**src/rtl/stimulus_conditioner.sv**
```systemverilog
// Synchronises, debounces and edge-detects four board pushbuttons into one-cycle stimulus pulses.
// Optional macro STIM_ONEHOT_EN restricts stimulus to one-hot (priority reset > clear > start_pause > lap).
module stimulus_conditioner #(
   parameter int unsigned DEBOUNCE_CYCLES = 500000,
   parameter int unsigned CNT_W           = 19,
   parameter bit          KEY_ACTIVE_LOW  = 1'b1
) (
   input  logic       clock,
   input  logic       reset_n,
   input  logic [3:0] key_raw,
   output logic [3:0] stimulus,
   output logic [3:0] key_held
);

   typedef enum logic [1:0] {
      IDLE,
      PRESS_WAIT,
      HELD,
      RELEASE_WAIT
   } btn_state_e;

   localparam logic [CNT_W-1:0] CNT_LAST = CNT_W'(DEBOUNCE_CYCLES - 1);
   localparam logic [3:0]       RELEASED = {4{KEY_ACTIVE_LOW}};

   logic [3:0] sync1;
   logic [3:0] sync2;
   logic [3:0] pressed;
   logic [3:0] pulse_next;
   logic [3:0] held_next;
   logic [3:0] stim_next;

   // NOTE: synchroniser flops reset to the released key level so a reset never looks like a press.
   always_ff @(posedge clock or negedge reset_n) begin
      if (!reset_n) begin
         sync1 <= RELEASED;
         sync2 <= RELEASED;
      end else begin
         // NOTE: non-blocking assignments keep the two flops a true two-stage shift.
         sync1 <= key_raw;
         sync2 <= sync1;
      end
   end

   assign pressed = sync2 ^ RELEASED;

   for (genvar g = 0; g < 4; g++) begin : g_btn
      btn_state_e       state;
      btn_state_e       state_next;
      logic [CNT_W-1:0] cnt;
      logic [CNT_W-1:0] cnt_next;
      logic [CNT_W-1:0] cnt_inc;
      logic             pulse;

      assign cnt_inc = (cnt == '1) ? cnt : cnt + 1'b1;

      always_ff @(posedge clock or negedge reset_n) begin
         if (!reset_n) begin
            state <= IDLE;
            cnt   <= '0;
         end else begin
            state <= state_next;
            cnt   <= cnt_next;
         end
      end

      // NOTE: every output of this block is defaulted first so no path can infer a latch.
      always_comb begin
         state_next = state;
         cnt_next   = cnt;
         pulse      = 1'b0;
         case (state)
            IDLE: begin
               if (pressed[g]) begin
                  state_next = PRESS_WAIT;
                  cnt_next   = '0;
               end
            end
            PRESS_WAIT: begin
               if (!pressed[g]) begin
                  state_next = IDLE;
                  cnt_next   = '0;
               end else if (cnt == CNT_LAST) begin
                  state_next = HELD;
                  cnt_next   = '0;
                  pulse      = 1'b1;
               end else begin
                  cnt_next = cnt_inc;
               end
            end
            HELD: begin
               if (!pressed[g]) begin
                  state_next = RELEASE_WAIT;
                  cnt_next   = '0;
               end
            end
            RELEASE_WAIT: begin
               if (pressed[g]) begin
                  state_next = HELD;
                  cnt_next   = '0;
               end else if (cnt == CNT_LAST) begin
                  state_next = IDLE;
                  cnt_next   = '0;
               end else begin
                  cnt_next = cnt_inc;
               end
            end
            default: begin
               state_next = IDLE;
               cnt_next   = '0;
            end
         endcase
      end

      assign pulse_next[g] = pulse;
      assign held_next[g]  = (state_next == HELD) || (state_next == RELEASE_WAIT);
   end

   always_comb begin
      stim_next = pulse_next;
`ifdef STIM_ONEHOT_EN
      // Bit map {start_pause, lap, reset, clear}; suppressed pulses are simply dropped.
      if (pulse_next[1])      stim_next = 4'b0010;
      else if (pulse_next[0]) stim_next = 4'b0001;
      else if (pulse_next[3]) stim_next = 4'b1000;
      else if (pulse_next[2]) stim_next = 4'b0100;
      else                    stim_next = 4'b0000;
`endif
   end

   always_ff @(posedge clock or negedge reset_n) begin
      if (!reset_n) begin
         stimulus <= '0;
         key_held <= '0;
      end else begin
         stimulus <= stim_next;
         key_held <= held_next;
      end
   end

endmodule

```
**config.mk**
```make
export PLATFORM = sky130hd
export DESIGN_NAME = stimulus_conditioner
export DESIGN_NICKNAME = d
export VERILOG_FILES = /design/src/rtl/stimulus_conditioner.sv
export SDC_FILE = /design/constraint.sdc
export NUM_CORES = 1
export LEC_CHECK = 0
export BUFFER_PORTS_ARGS = -buffer_cell sky130_fd_sc_hd__buf_2
export CORE_AREA = 4 4 129 131
export CTS_BUF_LIST = sky130_fd_sc_hd__clkbuf_2
export DETAILED_ROUTE_END_ITERATION = 8
export DIE_AREA = 0 0 133 135
export PLACE_DENSITY = 0.58
export SETUP_SLACK_MARGIN = 0.2
export SLEW_MARGIN = 30
export SYNTH_ARGS = -nofsm -noshare
export SYNTH_HDL_FRONTEND = slang
export SYNTH_SLANG_ARGS = --single-unit
```
**constraint.sdc**
```tcl
create_clock -name clock -period 3.2 [get_ports clock]
set_input_delay 0 -clock clock [delete_from_list [all_inputs] [get_ports clock]]
set_output_delay 0 -clock clock [all_outputs]
set_load 0.005 [all_outputs]
```
After elaboration in Yosys (flattened, before gate mapping)
Cells that the tools add are included.
{"block": "op_classes", "addsub": 4, "n_eq_ne": 36, "muxes": 68, "bitwise": 1, "reduce_logical": 12}
{"cell": "two-way mux 19 bit", "count": 24}
{"cell": "case mux 19 bit (4 select lines)", "count": 4}
{"cell": "== test 19 bit (second input constant)", "count": 8}
{"cell": "adder 19 x 1 -> 19 bit (second input constant)", "count": 4}
{"cell": "two-way mux 2 bit", "count": 24}
{"cell": "== test 2 bit (second input constant)", "count": 16}
{"cell": "case mux 2 bit (4 select lines)", "count": 4}
{"cell": "!= test 2 bit (second input constant)", "count": 8}
{"cell": "two-way mux 1 bit", "count": 12}
{"cell": "== test 2 x 1 -> 1 bit (second input constant)", "count": 4}
{"cell": "zero test 2 bit", "count": 4}
{"cell": "AND reduction 2 bit", "count": 4}
{"cell": "logical OR 1 bit", "count": 4}
{"cell": "NOT 4 bit", "count": 1}
{"block": "totals", "register_bits": 100, "in_bits": 6, "output_inout_bits": 8, "wordCells": 133}

Depth between registers and ports, before layout
Gate-level depths: netlist (run 1).
{"block": "logic_depth", "word_depth": 6, "ltp_mapped": 8, "ltp_nobuf": 6}

Worst setup path before layout (run 1)
OpenSTA, ideal clock, no wires.
{"block": "synth_path", "kind": "register to register", "from": "register g_btn[2].cnt[0]", "to": "register g_btn[2].cnt[1]", "setup_ps": 122, "arrival_time_ps": 1813, "required_time_ps": 3078, "setup_slack_ps": 1266, "stages_incl_launch_ff": 8, "n_path_buf": 2, "synth_period_minus_slack_ps": 1934, "path_cell_list": "dfrtp_1 ha_1 nand3_2 or3_1 o211a_1 buf_6 buf_6 a32o_1"}
{"block": "synth_via", "elab_chain_len": 5, "word_cells_on_any_way": 8, "classes_between": "add/sub (1); eq/ne (2); mux (5)"}
{"item": "start, declared", "line": "49", "source": "logic [CNT_W-1:0] cnt;"}
{"item": "start signal, assigned", "line": "62", "source": "cnt <= cnt_next;"}
{"item": "adder 19 x 1 -> 19 bit or == test 19 bit (tied branches)", "line": "54", "source": "assign cnt_inc = (cnt == '1) ? cnt : cnt + 1'b1;"}
{"item": "two-way mux 19 bit", "line": "54"}
{"item": "two-way mux 19 bit *", "line": "82, 100"}
{"item": "two-way mux 19 bit, on equally long branches", "line": "97, 79"}
{"item": "case mux 19 bit (4 select lines) *", "line": "71", "source": "case (state)"}
Mark *: on every way between the ends. The rest lies on a longest branch, timed or not.
A chain may end at the register's enable or synchronous reset.

Final worst setup path (run 1)
{"block": "layout_path", "from": "register g_btn[2].cnt[0]", "to": "register g_btn[2].cnt[8]"}
Same word-level chain as after synthesis.

==> results by group, run 1 <==
Global route
  – Largest net degree at the start of global routing: 69
  – Tot GR Track Use: 15.0%
  – Vias in the first global route: 4609
  – Initial antenna violation count: 1
  – Gr ovfl total: 0
  – First-pass GRT wire length: 22300 um

Synth
  – Top FF cell, synth: dfrtp_1
  – Syn avg cell area: 9.20 um2
  – Share of the yosys chip area belonging to registers: 45.0%
  – YS warnings: 0
  – Mapped Cells: 595
  – Yosys cell types: 67
  – #FFs+latches synth: 98
  – Netlist Area Pre-Place: 5480 um2
  – Ys async rst share: 100%
  – Number of synthesized flops with an enable pin: 0
  – Post-Syn Nets: 605

Routing
  – DR iter-0 viols: 539
  – ANT nets after route: 0
  – Remaining DRCs: 0
  – Via density: 5.71
  – Vias post-DR: 4736
  – Wire length per cell: 15.5 um
  – WL final: 12900 um
  – DRT Pass-1 Iters: 5

Finish
  – Fill count: 1573
  – Share of cells above drive strength 1: 11.1%
  – Final Instance Area: 5960 um2
  – Nets: 617
  – Fin cells: 829
  – Syn-to-layout area delta: 8.89%

Placement
  – DP Cell Count: 801
  – Port bufs: 13
  – RePlAce Congestion: 0.847
  – Placed instance area: 5690 um2
  – Hpwl dp: 8640 um

Clock network
  – H-tree depth: 3
  – CTS Sinks: 98
  – Maximum clock insertion buffer count: 2
  – Clock slew at reported path FFs: 0.25 ns
  – TritonCTS clock tree: built
  – Hold buffers post-CTS: 11
  – CTS Root Cell: clkbuf_2
  – Post CTS Setup Buffer Count: 0
  – Clk_lat worst skew: 0.62 ns
  – Num CTS Buffers: 9
  – Post-CTS sizing: 0

Floorplanning
  – Die Area: 18000 um2
  – Cell Rows: 46
  – Chip width: 133 um
  – Initial core utilization: 35.1%
  – Die span in y: 135 um
  – Total core area: 15600 um2
  – I/O pins: 14

Worst setup path
  – CP arrival: 2.89 ns
  – Worst reg-to-reg path cell count: 6
  – Crit path launch type: register
  – Worst Path Max Fanout: 28
  – Crit Path Category: register to register
  – WP data required: 3.72 ns
  – CP Capture Type: register

Power
  – Int Pwr: 1.59 mW
  – Sw power: 571 uW
  – Combinational share of power: 7.6%
  – Share of power burned in registers: 60.2%
  – Sw frac: 26.5%
  – VDD IR max: 0.000161 V
  – Clock power frac: 32.2%
  – P_leak: 2.38 nW
  – Power per Cell Area: 362 nW/um2

STA
  – Sum Neg Setup Slack: 0 ns
  – Final Max Slew Viols: 0
  – Post-layout minimum cycle time: 2.37 ns
  – Slew headroom: 45.8%
  – Final Skew: 0.0332 ns
  – Slew @ Worst Pin: 0.805 ns
  – RSZ-0062 raised after global routing: false
  – Fin. Hold Viols: 0
  – Fin crit share: 74.1%
  – Fmax: 422 MHz
  – Setup-failing EPs final: 0

Flow run
  – MaxCap Viol Count: 0

Worst hold path
  – HP Class: register to register
  – Hold-critical path depth: 0

Status
  – Outcome: finished, final reports clean
==> cell usage in the layout, fill, tap and decap left out, types with 5 or more instances in the layout <==
master,netlist,layout
a21o_1,13,13
a21oi_1,48,48
a31oi_1,30,30
a41oi_1,13,13
and2_1,9,9
and3_1,15,15
and4_1,7,7
buf_2,12,12
buf_4,4,8
clkbuf_2,0,9
dfrtp_1,90,90
dfstp_2,8,8
dlygate4sd3_1,0,10
inv_1,17,17
mux2i_1,7,7
nand2_1,59,59
nand3_1,38,38
nand4_1,17,17
nor2_1,29,29
nor3_1,19,19
nor4_1,8,8
o211ai_1,10,10
o21ai_0,32,32
o21ai_1,6,6
o31a_1,5,5
o31ai_1,5,5
or2_2,7,7
or4_1,7,7
==> cell families (layout without fill, tap and decap cells) <==
kind of cell,after synthesis,after routing,share of synthesized area (%)
simple gates,236,236,23.4
compound gates,198,198,24.3
flops,98,98,45.0
buf+inv,48,65,4.52
mux,7,7,1.28
fa+ha+maj,4,4,0.914
xor+xnor,4,4,0.640
other cells,0,1,0
==> path summary, 6_finish.rpt <==
check | start | end | slack (ns)
max | g_btn[2].cnt[0] | g_btn[2].cnt[8] | 0.83
min | sync1[2] | sync2[2] | 0.38
max reg2reg | g_btn[2].cnt[0] | g_btn[2].cnt[8] | 0.83
min reg2reg | sync1[2] | sync2[2] | 0.38
max in group asynchronous | reset_n | g_btn[1].cnt[10] | 2.35
min in group asynchronous | reset_n | sync1[0] | 0.49
==> layer usage <==
metal / vias to the layer above / share of wire [%] / routed length [um] / track usage [%]
met5: - / 0 / 0 / 0
met4: 0 / 2.0 / 263 / 6.00
met3: 21 / 2.9 / 378 / 2.83
met2: 85 / 46 / 5950 / 23.7
met1: 2323 / 49 / 6270 / 20.3
li1: 2307 / - / - / -
==> metrics by stage <==
step / utilization, % / hold slack, ns / power (mW) / setup slack, ns
global placement: 36.5 / 0.111 / 1.46 / 0.916
detailed placement: 36.5 / 0.0941 / 1.47 / 0.865
finish: 38.2 / 0.376 / 2.16 / 0.828
global route: 38.2 / 0.383 / 2.27 / 0.598
CTS: 38.2 / 0.378 / 2.19 / 0.833
floorplan: - / -0.296 / 1.41 / 1.27
==> power by group through the flow <==
stage                     logic [mW]  clock network, mW  registers [mW]
after floorplan                0.102                  0            1.31
after global placement         0.145                  0            1.32
after detailed placement       0.151                  0            1.32
after CTS                      0.167              0.725            1.30
after global routing           0.190              0.778            1.30
final                          0.164              0.694            1.30
==> cells in the mapped netlist, drive strengths merged, types with 12 or more instances <==
cell type | count | area (um2)
o21ai | 38 | 190
nand4 | 17 | 106
nor4 | 12 | 109
nand2 | 59 | 221
a21oi | 50 | 258
nor2 | 29 | 109
dfrtp | 90 | 2250
a41oi | 15 | 146
buf | 22 | 150
a31oi | 30 | 188
nand3 | 40 | 210
and3 | 15 | 93.8
a21o | 13 | 97.6
inv | 17 | 63.8
nor3 | 19 | 95.1
==> critical path, stage by stage (launching register included) <==
cell and delay [ns]:
dfrtp_1 0.48, ha_1 0.23, nand3_2 0.18, or3_1 0.41, o211a_1 0.55, a21o_1 0.28
a21o_1 0.17
==> area by class of cell <==
class                      count  area [um2]  area share, %
antenna                        1        2.50         0.0420
clock buffer                   9        45.0          0.756
clock inverter                 7        93.8           1.57
inverter                      17        63.8           1.07
multi-input combinational    449        2770           46.4
sequential                    98        2460           41.3
tap                          216         270           4.53
timing repair buffer          32         259           4.34
==> registers in the layout, indices dropped and copies added, names as in the netlist <==
name	flops
sync1	4
g_btn.cnt	76
g_btn.state	7
key_held	3
sync2	4
stimulus	4
No activity file was read; power rests on OpenSTA's default activity.
==> run 2, diff against run 1 <==
- PLACE_DENSITY: 0.58 -> 0.6
- clock period: 3.2 -> 2 ns (I/O delays scaled with it)
==> run 2 against run 1 <==
Via count rose by 18%. Cell count rose by 15%. Clock power rose by 57%. Sequential share of layout area fell by 10 points.
==> results by group, run 2 (synthesized netlist as in run 1, its figures left out) <==
Power
  – P_leak: 3.23 nW
  – VDD IR max: 0.000227 V
  – Design Power: 3.67 mW
  – Power per Cell Area: 462 nW/um2

Worst setup path
  – Crit path launch type: register
  – Crit Path Category: register to register
  – CP arrival: 2.50 ns
  – WP data required: 2.54 ns
  – CP Capture Type: register
  – Worst Path Max Fanout: 8

Clock network
  – Maximum clock insertion buffer count: 2
  – Clock slew at reported path FFs: 0.28 ns
  – Clk_lat worst skew: 0.61 ns
  – CTS Sinks: 98
  – H-tree depth: 3
  – CTS Root Cell: clkbuf_2
  – Num CTS Buffers: 9
  – TritonCTS clock tree: built

Placement
  – Hpwl dp: 9310 um
  – RePlAce Congestion: 0.835
  – Port bufs: 13
  – Dpl ws: -0.0661 ns

Routing
  – DRT Pass-1 Iters: 5
  – ANT nets after route: 0
  – WL final: 16500 um
  – Wire length per cell: 17.4 um
  – Vias post-DR: 5598
  – DR iter-0 viols: 670
  – Via density: 5.88
  – Remaining DRCs: 0

Floorplanning
  – Total core area: 15600 um2
  – Chip width: 133 um
  – Die span in y: 135 um
  – Cell Rows: 46
  – Die Area: 18000 um2
  – I/O pins: 14
  – Initial core utilization: 35.1%

STA
  – RSZ-0062 raised after global routing: true
  – Slew @ Worst Pin: 0.831 ns
  – Sum Neg Setup Slack: 0 ns
  – Fmax: 510 MHz
  – Final Max Slew Viols: 0
  – Fin crit share: 98.0%
  – Slew headroom: 44.4%
  – Setup-failing EPs final: 0
  – Setup WS post-layout: 0.0405 ns
  – Post-layout minimum cycle time: 1.96 ns
  – Worst Hold Margin: 0.0624 ns
  – Fin. Hold Viols: 0
  – Final Skew: 0.0387 ns

Finish
  – Commonest non-fill, non-tap cell in the layout: buf_4
  – Final core occ: 50.9%
  – Largest registers: g_btn.cnt: 76 flops, g_btn.state: 7 flops
  – Syn-to-layout area delta: 45.0%
  – Largest register FFs: 76
  – Nets: 741
  – # diodes: 0
  – Share of cells above drive strength 1: 44.6%
  – Reg with most FFs: g_btn.cnt
  – Most frequent cells in the layout: buf_4, dfrtp_1, nand2_1, buf_6, nand3_1

Status
  – Outcome: finished, final reports clean

Flow run
  – MaxCap Viol Count: 0

Global route
  – Vias in the first global route: 5360
  – Initial antenna violation count: 0
  – First-pass GRT wire length: 26100 um
  – Gr ovfl total: 0
  – Tot GR Track Use: 17.4%
  – Largest net degree at the start of global routing: 51

Worst hold path
  – HP Class: input port to register
## run 2: cell types whose count changed in the layout (fill, tap and decap cells not counted), moves of 9 or more
cell     previous run  this run
o21ai_1             6        18
nor3_1             19        10
o21ai_0            32         8
a21oi_1            48        19
buf_6               1        32
a21oi_2             2        26
o21ai_2             0        10
nand3_1            38        29
a21oi_4             0         9
buf_4               8        90
a41oi_2             2        15
a41oi_1            13         0
## run 2: power by group
part | total [mW] | switching (mW) | leakage, nW | internal, mW
combinational | 0.505 | 0.268 | 1.84 | 0.236
sequential | 2.07 | 0.0402 | 1.31 | 2.03
clock | 1.09 | 0.677 | 0.0814 | 0.413
total | 3.67 | 0.985 | 3.23 | 2.68
## run 2: final timing paths
path,from,endpoint,slack [ns],cells after the start
setup / recovery,g_btn[1].cnt[7],g_btn[1].cnt[17],0.04,5
hold / removal,key_raw[2],sync1[2],0.06,2
setup reg to reg,g_btn[1].cnt[7],g_btn[1].cnt[17],0.04,5
hold reg to reg,sync1[2],sync2[2],0.38,0
max in group asynchronous,reset_n,sync2[3],0.78,4
min in group asynchronous,reset_n,g_btn[1].cnt[7],0.45,3
## run 2: critical path: stages (launching register included)
cell and delay [ns]:
dfrtp_1 0.45, or4_4 0.53, and4bb_4 0.42, a21oi_4 0.15
a21o_1 0.18, a22o_1 0.17
## run 2: area by class of cell
type                       count  area (um2)
timing repair buffer         150        1350
tap                          216         270
fill                        1321        7660
inverter                      17        63.8
multi-input combinational    455        3660
clock inverter                 6        81.3
clock buffer                  10        50.0
sequential                    98        2470
## run 2: timing repair
item                                    in CTS  in global routing
endpoints found under the hold margin       96                  0
setup buffers                               32                 27
hold buffers                                 9                  0
gates resized for setup                    115                107
pin swaps                                   53                 48
cloned                                      10                  2
endpoints found under the setup margin      83                 90
## run 2: layer usage
metal,up-vias,share of wire (%),GRT usage (%)
li1,2568,-,-
met1,2783,44,22.8
met2,202,50,28.9
met3,45,4.2,2.72
met4,0,2.1,6.81
met5,-,0,0
## run 2: through the flow
stage / cells / instance area [um2]
2_1_floorplan: 595 / 5580
3_3_place_gp: 856 / 6200
3_5_place_dp: 856 / 6200
4_1_cts: 923 / 7270
5_1_grt: 952 / 7940
6_report: 952 / 7940
